### config.mk
export PLATFORM = sky130hd
export DESIGN_NAME = counter_seq_ctrl
export DESIGN_NICKNAME = d
export VERILOG_FILES = /design/src/rtl/counter_seq_ctrl_pkg.sv /design/src/rtl/counter_seq_ctrl_key_debounce.sv /design/src/rtl/counter_seq_ctrl.sv
export SDC_FILE = /design/constraint.sdc
export NUM_CORES = 1
export LEC_CHECK = 0
export BUFFER_PORTS_ARGS = -buffer_cell sky130_fd_sc_hd__buf_2
export CORE_MARGIN = 2
export CORE_UTILIZATION = 29
export DETAILED_ROUTE_END_ITERATION = 8
export GPL_ROUTABILITY_DRIVEN = 1
export HOLD_SLACK_MARGIN = 0.1
export PLACE_DENSITY = 0.47
export SETUP_SLACK_MARGIN = 0.5
export SLEW_MARGIN = 20
export SYNTH_ARGS = -nofsm -noshare
export SYNTH_HDL_FRONTEND = slang
export SYNTH_HIERARCHICAL = 1
export SYNTH_SLANG_ARGS = --single-unit
### constraint.sdc
create_clock -name clk -period 2.5 [get_ports clk]
set_clock_uncertainty 0.1 [all_clocks]
set_input_delay 0.25 -clock clk [delete_from_list [all_inputs] [get_ports clk]]
set_output_delay 0.25 -clock clk [all_outputs]
set_load 0.01 [all_outputs]
### src/rtl/counter_seq_ctrl_pkg.sv
// Shared definitions for the counter sequencer: state codes, default
// timing constants and counter-width helpers.
package counter_seq_defs;

  localparam logic [1:0] ST_IDLE = 2'b00;
  localparam logic [1:0] ST_RUN  = 2'b01;
  localparam logic [1:0] ST_LOAD = 2'b10;
  localparam logic [1:0] ST_STEP = 2'b11;

  // 2 Hz run tick and 20 ms debounce window at the 50 MHz board clock
  localparam int TICK_DIV_DEF   = 25000000;
  localparam int DEB_CYCLES_DEF = 1000000;

  // Width of a counter that must hold 0..n-1 (never narrower than 1 bit)
  function automatic int cnt_width(input int n);
    return (n > 1) ? $clog2(n) : 1;
  endfunction

  localparam int PRESC_W_DEF = cnt_width(TICK_DIV_DEF);
  localparam int DEB_W_DEF   = cnt_width(DEB_CYCLES_DEF);

endpackage

### src/rtl/counter_seq_ctrl_key_debounce.sv
// Push-button conditioner: 2-flop synchroniser, stability counter and a
// one-cycle press pulse on each accepted release-to-press transition.
module key_debounce
  import counter_seq_defs::*;
#(
  parameter int DEB_CYCLES = DEB_CYCLES_DEF
) (
  input  logic clk,
  input  logic reset,
  input  logic key_n,
  output logic press
);

  localparam int              DEB_W    = cnt_width(DEB_CYCLES);
  localparam logic [DEB_W-1:0] DEB_LAST = DEB_W'(DEB_CYCLES - 1);

  logic             sync1_q, sync2_q;
  logic             level_q, level_d;
  logic             press_q, press_d;
  logic [DEB_W-1:0] stab_q, stab_d;

  // Count consecutive samples that disagree with the accepted level; any
  // agreeing sample restarts the window, so bounces never get through.
  always_comb begin
    stab_d  = '0;
    level_d = level_q;
    if (sync2_q != level_q) begin
      if (stab_q == DEB_LAST) begin
        level_d = sync2_q;
      end else begin
        stab_d = stab_q + 1'b1;
      end
    end
    press_d = level_q & ~level_d;
  end

  // Synchroniser and debounce state; everything idles as "released"
  always_ff @(posedge clk) begin
    if (reset) begin
      sync1_q <= 1'b1;
      sync2_q <= 1'b1;
      level_q <= 1'b1;
      stab_q  <= '0;
      press_q <= 1'b0;
    end else begin
      sync1_q <= key_n;
      sync2_q <= sync1_q;
      level_q <= level_d;
      stab_q  <= stab_d;
      press_q <= press_d;
    end
  end

  assign press = press_q;

endmodule

### src/rtl/counter_seq_ctrl.sv
// Sequencer for the 4-bit loadable counter: turns debounced button presses
// into load / step / free-run commands and stops one-shot runs at a
// switch-selected terminal value.
module counter_seq_ctrl
  import counter_seq_defs::*;
#(
  parameter int CNT_W      = 4,
  parameter int TICK_DIV   = TICK_DIV_DEF,
  parameter int DEB_CYCLES = DEB_CYCLES_DEF
) (
  input  logic             clk,
  input  logic             reset,
  input  logic             key_load_n,
  input  logic             key_run_n,
  input  logic             key_step_n,
  input  logic [CNT_W-1:0] sw_d,
  input  logic             sw_oneshot,
  input  logic [CNT_W-1:0] sw_term,
  input  logic [CNT_W-1:0] cnt_q,
  output logic             cnt_load,
  output logic [CNT_W-1:0] cnt_d,
  output logic             cnt_en,
  output logic [1:0]       state,
  output logic             done
);

  localparam int                PRESC_W    = cnt_width(TICK_DIV);
  localparam logic [PRESC_W-1:0] PRESC_LAST = PRESC_W'(TICK_DIV - 1);

  logic press_load, press_run, press_step;

  key_debounce #(.DEB_CYCLES(DEB_CYCLES)) u_deb_load (
    .clk(clk), .reset(reset), .key_n(key_load_n), .press(press_load)
  );
  key_debounce #(.DEB_CYCLES(DEB_CYCLES)) u_deb_run (
    .clk(clk), .reset(reset), .key_n(key_run_n), .press(press_run)
  );
  key_debounce #(.DEB_CYCLES(DEB_CYCLES)) u_deb_step (
    .clk(clk), .reset(reset), .key_n(key_step_n), .press(press_step)
  );

  logic [1:0]         state_q, state_d;
  logic [PRESC_W-1:0] presc_q, presc_d;
  logic               cnt_load_q, cnt_load_d;
  logic [CNT_W-1:0]   cnt_d_q, cnt_d_d;
  logic               cnt_en_q, cnt_en_d;
  logic               done_q, done_d;
  logic               tick;

  // Next-state and output decode; strobes default low so they last one cycle
  always_comb begin
    state_d    = state_q;
    presc_d    = presc_q;
    cnt_load_d = 1'b0;
    cnt_d_d    = cnt_d_q;
    cnt_en_d   = 1'b0;
    done_d     = done_q;
    tick       = 1'b0;
    case (state_q)
      ST_IDLE: begin
        // Load beats run beats step; losers in the same cycle are dropped
        if (press_load) begin
          state_d    = ST_LOAD;
          cnt_load_d = 1'b1;
          cnt_d_d    = sw_d;
          done_d     = 1'b0;
        end else if (press_run) begin
          state_d = ST_RUN;
          presc_d = '0;
          done_d  = 1'b0;
        end else if (press_step) begin
          state_d  = ST_STEP;
          cnt_en_d = 1'b1;
          done_d   = 1'b0;
        end
      end
      ST_RUN: begin
        tick    = (presc_q == PRESC_LAST);
        presc_d = tick ? '0 : presc_q + 1'b1;
        if (press_load) begin
          state_d    = ST_LOAD;
          cnt_load_d = 1'b1;
          cnt_d_d    = sw_d;
          done_d     = 1'b0;
        end else if (press_run) begin
          state_d = ST_IDLE;
        end else if (tick) begin
          if (sw_oneshot && (cnt_q == sw_term)) begin
            state_d = ST_IDLE;
            done_d  = 1'b1;
          end else begin
            cnt_en_d = 1'b1;
          end
        end
      end
      default: begin
        // LOAD and STEP last exactly one cycle
        state_d = ST_IDLE;
      end
    endcase
  end

  // State, prescaler and registered outputs
  always_ff @(posedge clk) begin
    if (reset) begin
      state_q    <= ST_IDLE;
      presc_q    <= '0;
      cnt_load_q <= 1'b0;
      cnt_d_q    <= '0;
      cnt_en_q   <= 1'b0;
      done_q     <= 1'b0;
    end else begin
      state_q    <= state_d;
      presc_q    <= presc_d;
      cnt_load_q <= cnt_load_d;
      cnt_d_q    <= cnt_d_d;
      cnt_en_q   <= cnt_en_d;
      done_q     <= done_d;
    end
  end

  assign cnt_load = cnt_load_q;
  assign cnt_d    = cnt_d_q;
  assign cnt_en   = cnt_en_q;
  assign state    = state_q;
  assign done     = done_q;

endmodule

Word level (Yosys, flattened, before mapping)
Cells that the tools add are included.
Widths: inputs -> output; s select.
{ "word_totals": {"reg_bits": 106, "inputBits": 18, "output_inout_bits": 9} }
{ "op_classes": {"add_sub_neg": 4, "n_eq_ne": 17, "mux": 35, "bitwise": 10, "reduce_logical": 12} }
{ "ops": {"columns": ["cell", "count"], "rows": [
  ["$mux 25", 3],
  ["$add 20x1->20 const B", 3],
  ["$eq 20x20->1 const B", 3],
  ["$pmux 25 s2", 1],
  ["$add 25x1->25 const B", 1],
  ["$eq 25x25->1 const B", 1],
  ["$mux 1", 21],
  ["$mux 2", 7],
  ["$reduce_or 3->1", 3],
  ["$ne 4x2->1 const B", 2],
  ["$not 1->1", 7],
  ["$ne 3x2->1 const B", 2],
  ["$reduce_and 3->1", 2],
  ["$reduce_and 5->1", 1],
  ["$eq 4x4->1", 1],
  ["$ne 4x1->1 const B", 1],
  ["$pmux 1 s2", 2],
  ["$pmux 2 s2", 1],
  ["$reduce_or 2->1", 2],
  ["$and 1x1->1", 3],
  ["$ne 1x1->1", 3],
  ["$ne 3x3->1 const B", 1],
  ["$eq 2x1->1 const B", 1],
  ["$logic_not 2->1", 1],
  ["5 further kinds", 5]
]} }

Depth between registers and ports, before layout
{ "depth": {"word_depth": 7, "depth_mapped": 7, "ltp_nobuf": 6} }

Hierarchy
Netlist, hierarchy kept.
{ "modules_own_cells": {"columns": ["module", "instances", "cells_per_inst", "area_each_um2"], "rows": [
  ["key_debounce at u_deb_load ...", 2, 114, 1052.3],
  ["counter_seq_ctrl", 1, 221, 1791.7],
  ["key_debounce at u_deb_step", 1, 115, 1029.7]
]} }

Least setup slack after synthesis
OpenSTA, ideal clock, no wires.
{ "synth_timing": {"kind": "register to register", "start": "register u_deb_load.stab_q[11]", "end": "register u_deb_load.stab_q[11]", "t_arrival_ns": 1.811, "slack_ns": 0.474, "stages_incl_launch_ff": 6, "n_path_buf": 1, "synth_period_minus_slack_ns": 2.026, "path_cell_list": "dfxtp_1 > or4b_1 > or4_4 > o21ai_4 > buf_6 > nor2_1"} }
{ "synth_via": {"elab_chain_len": 2} }
{ "synth_rtl": {"columns": ["element", "line", "source"], "rows": [
  ["start: declaration", "counter_seq_ctrl_key_debounce.sv:20", "logic [DEB_W-1:0] stab_q, stab_d;"],
  ["start signal: assignment", "counter_seq_ctrl_key_debounce.sv:49", "stab_q <= stab_d;"],
  ["branches (longest 2 deep; another with $add 20x1->20)", null, null]
]} }
Parallel ways; which one is timed is not known.
A chain may end at the register's enable or synchronous reset.

Worst setup path in the final report
{ "layout_timing": {"start": "register u_deb_run.stab_q[7]", "end": "register u_deb_run.stab_q[17]"} }
{ "layout_via": {"elab_chain_len": 2} }
{ "layout_rtl": {"columns": ["element", "line"], "rows": [
  ["start: declaration", "counter_seq_ctrl_key_debounce.sv:20"],
  ["start signal: assignment", "counter_seq_ctrl_key_debounce.sv:49"],
  ["branches (longest 2 deep; another with $add 20x1->20)", null]
]} }
Parallel ways; which one is timed is not known.

==> flow_summary.yaml <==
status:
  status: "completed"
sta:
  fin_crit_sh: 0.809
  tightestPinTransition_ns: 0.483
  fin_crit_ns: 2.02
  slew_violations: 0
  hold_viol_final: 0
  fin_tns_setup_ns: 0
  whs_ns: 0.174
  setup-violations-final: 0
  fin_ws_ns: 0.479
  slew_headroom: 0.677
  fmax_mhz: 495
  rsz0062_at_grt: "true"
drt:
  wl_um: 10700
  via_count: 4060
  routedWlPerCell_um: 12.9
  drcViolationCount: 0
  final_antenna_net_count: 0
  drt-vias-per-instance: 4.86
  firstDrtPassIters: 4
  drt-initial-drc-count: 189
setup_path:
  worstReg2RegStart: "u_deb_run/stab_q[7]"
  critPathLaunchType: "register"
  endpoint_kind: "register"
  reg2reg_depth: 5
  cp_data_required_time_ns: 2.64
  cp_max_fo: 8
  arrival_ns: 2.16
  rrSetupSlack_ns: 0.48
  worstSetupPathType: "register to register"
  r2r-end: "u_deb_run/stab_q[17]"
placed_design:
  portBuffers: 26
  dpl_cell_area_um2: 5330
  dp_slack_ns: 0.292
  dp_hpwl_um: 7370
  gp_congestion: 0.768
clock_network:
  cts_buffer_depth: 2
  cts_sinks: 106
  root_buffer: "clkbuf_16"
  clk_latency_ns: 0.35
  path_clk_slew_ns: 0.07
  tritoncts: "yes"
  numCtsBuffers: 9
  cts-htree-levels: 3
logic_synthesis:
  synth-main-ff-cell: "dfxtp_1"
  synth-seq-area-share: 0.431
  yosys.area_share.simple: 0.313
  synth_top_family_by_area: "simple AND/OR/NAND/NOR gates"
  synth_top_area_share: 0.431
  ys_seq_elements: 106
  ys_top_cells_by_area: "dfxtp_1 43%, xnor2_1 5.9%, nor2_1 5.7%, nand3_1 4.3%, xor2_1 3.2%"
  synth_warnings: 6
  yosysTopAreaCell: "dfxtp_1"
  synth_edf_count: 0
  syn_nets: 586
  syn_inst: 564
  syn-mean-instance-area_um2: 8.73
  yosys.area_share.xor_xnor: 0.0907
  syn_area_um2: 4930
  synth_cell_type_count: 57
  synthArstFlopShare: 0
  yosys.area_share.adder: 0.0102
  synth_compound_area_frac: 0.0988
  synth.mux.area_fraction: 0.0203
min_path:
  min_path_cells: 2
  min_to: "presc_q[0]"
  hold_path.class: "input pin to register"
  min_from: "reset"
grt:
  grt_usage: 0.123
  grt_start_max_net_pins: 22
  grt_pass1_vias: 3917
  grt_pass1_wl_um: 18400
  antenna_found_initial: 0
  grt-ovfl-total: 0
die:
  die_h_um: 134
  io_pins: 27
  coreArea_um2: 16600
  die_w_um: 134
  start_util: 0.297
  rows: 47
  die_area_um2: 18000
power:
  vdd_drop_max_v: 0.000381
  leakage_uw: 0.00190
  p_per_area_nw_per_um2: 548
flow_run:
  maxCapViolations: 0
layout:
  design_area_um2: 5930
  area_growth_pct: 20.4
  n_antenna_cell: 0
  layout.nets: 632
  drive_gt1_frac: 0.210
## power by group
part | leakage, uW | switching, uW | internal (uW)
clock | 0.000154 | 662 | 817
sequential | 0.000864 | 3.22 | 1690
combinational | 0.000878 | 38.5 | 38.7
## logic make-up (layout without fill, tap and decap cells)
kind of cell | after synthesis | after routing
compound gates | 79 | 79
xor+xnor | 51 | 51
fa+ha+maj | 4 | 4
buf+inv | 40 | 91
flops | 106 | 106
mux | 10 | 10
simple gates | 274 | 274
## cell usage in the layout, fill, tap and decap left out, types with 6 or more instances in the layout
cell type,n
o21ai_0,19
nand2_1,25
nand4_1,15
nor4_1,11
buf_2,27
nor2_1,69
mux2i_1,10
xor2_1,18
dlygate4sd3_1,7
a21oi_1,29
inv_1,24
dfxtp_1,89
or2_2,9
o31ai_1,6
clkbuf_16,9
or3_1,17
xnor2_1,33
dfxtp_2,16
buf_4,14
nand3_1,41
and3_1,12
or4_1,8
nor3_1,8
## worst max-delay path by stage
| stage | from | endpoint | slack, ns | depth (start not counted) |
|---|---|---|---|---|
| detailed placement | u_deb_run/stab_q[13] | u_deb_run/stab_q[11] | 0.29 | 4 |
| CTS | u_deb_run/stab_q[13] | u_deb_run/stab_q[13] | 0.49 | 5 |
| global placement | u_deb_load/stab_q[13] | u_deb_load/stab_q[10] | 0.32 | 4 |
| global route | u_deb_run/stab_q[4] | u_deb_run/stab_q[19] | 0.43 | 4 |
| floorplan | u_deb_load/stab_q[13] | u_deb_load/stab_q[11] | 0.48 | 5 |
| finish | u_deb_run/stab_q[7] | u_deb_run/stab_q[17] | 0.48 | 5 |
## flip-flops by register name, indices dropped and copies added (netlist names), 2 cells and up
register	cells
presc_q	25
u_deb_load/stab_q	20
u_deb_run/stab_q	20
u_deb_step/stab_q	20
cnt_d	4
state	2
## worst max-delay path, cell delays in order (launching register included)
cell and delay (ns):
dfxtp_4 0.36, or4b_4 0.50, or4_4 0.55, o21ai_4 0.18
buf_6 0.18, a21oi_1 0.05
## cell usage after synthesis, types with 3 or more instances
cell	n
dfxtp_1	106
nor2_1	75
nand3_1	42
xnor2_1	33
a21oi_1	31
nand2_1	25
inv_1	24
o21ai_0	20
xor2_1	18
or3_1	17
nand4_1	15
and3_1	13
nor4_1	13
or4_1	11
mux2i_1	10
or2_2	9
clkbuf_1	8
nor3_1	8
and4_1	6
o31ai_1	6
buf_2	5
a21o_1	4
a31oi_1	4
ha_1	4
nor3b_1	4
nor4b_1	4
or4b_1	4
and2_1	3
buf_6	3
nand2b_1	3
or3_2	3
## cell type report
class | instances | area (um2)
clock buffers | 10 | 239
well taps | 220 | 275
multi-input cells | 418 | 2760
clock inverters | 6 | 70.1
fillers | 1737 | 10700
repair buffers | 51 | 353
inverters | 24 | 90.1
flip-flops and latches | 106 | 2150
## routing by layer
layer	global-route usage	vias to the layer above	part of all wire
met5	0	-	0
met4	0.0281	0	0.0076
met2	0.207	44	0.48
li1	-	2108	-
met1	0.156	1903	0.49
met3	0.0382	5	0.028
## metrics by stage
step	power (uW)	utilization	cells
floorplan	1770	-	564
global route	3390	0.358	835
finish	3250	0.358	835
detailed placement	1800	0.321	805
global placement	1800	0.321	805
CTS	3320	0.350	832
## repair_timing
item | CTS | global route
hold buffers | 7 | 0
pin swaps | 2 | 4
setup buffers | 4 | 2
endpoints found under the setup margin | 60 | 72
resized for setup | 14 | 35
gates cloned | 0 | 1
hold endpoints to repair | 7 | 0
Power figures use the tool's default switching activity.
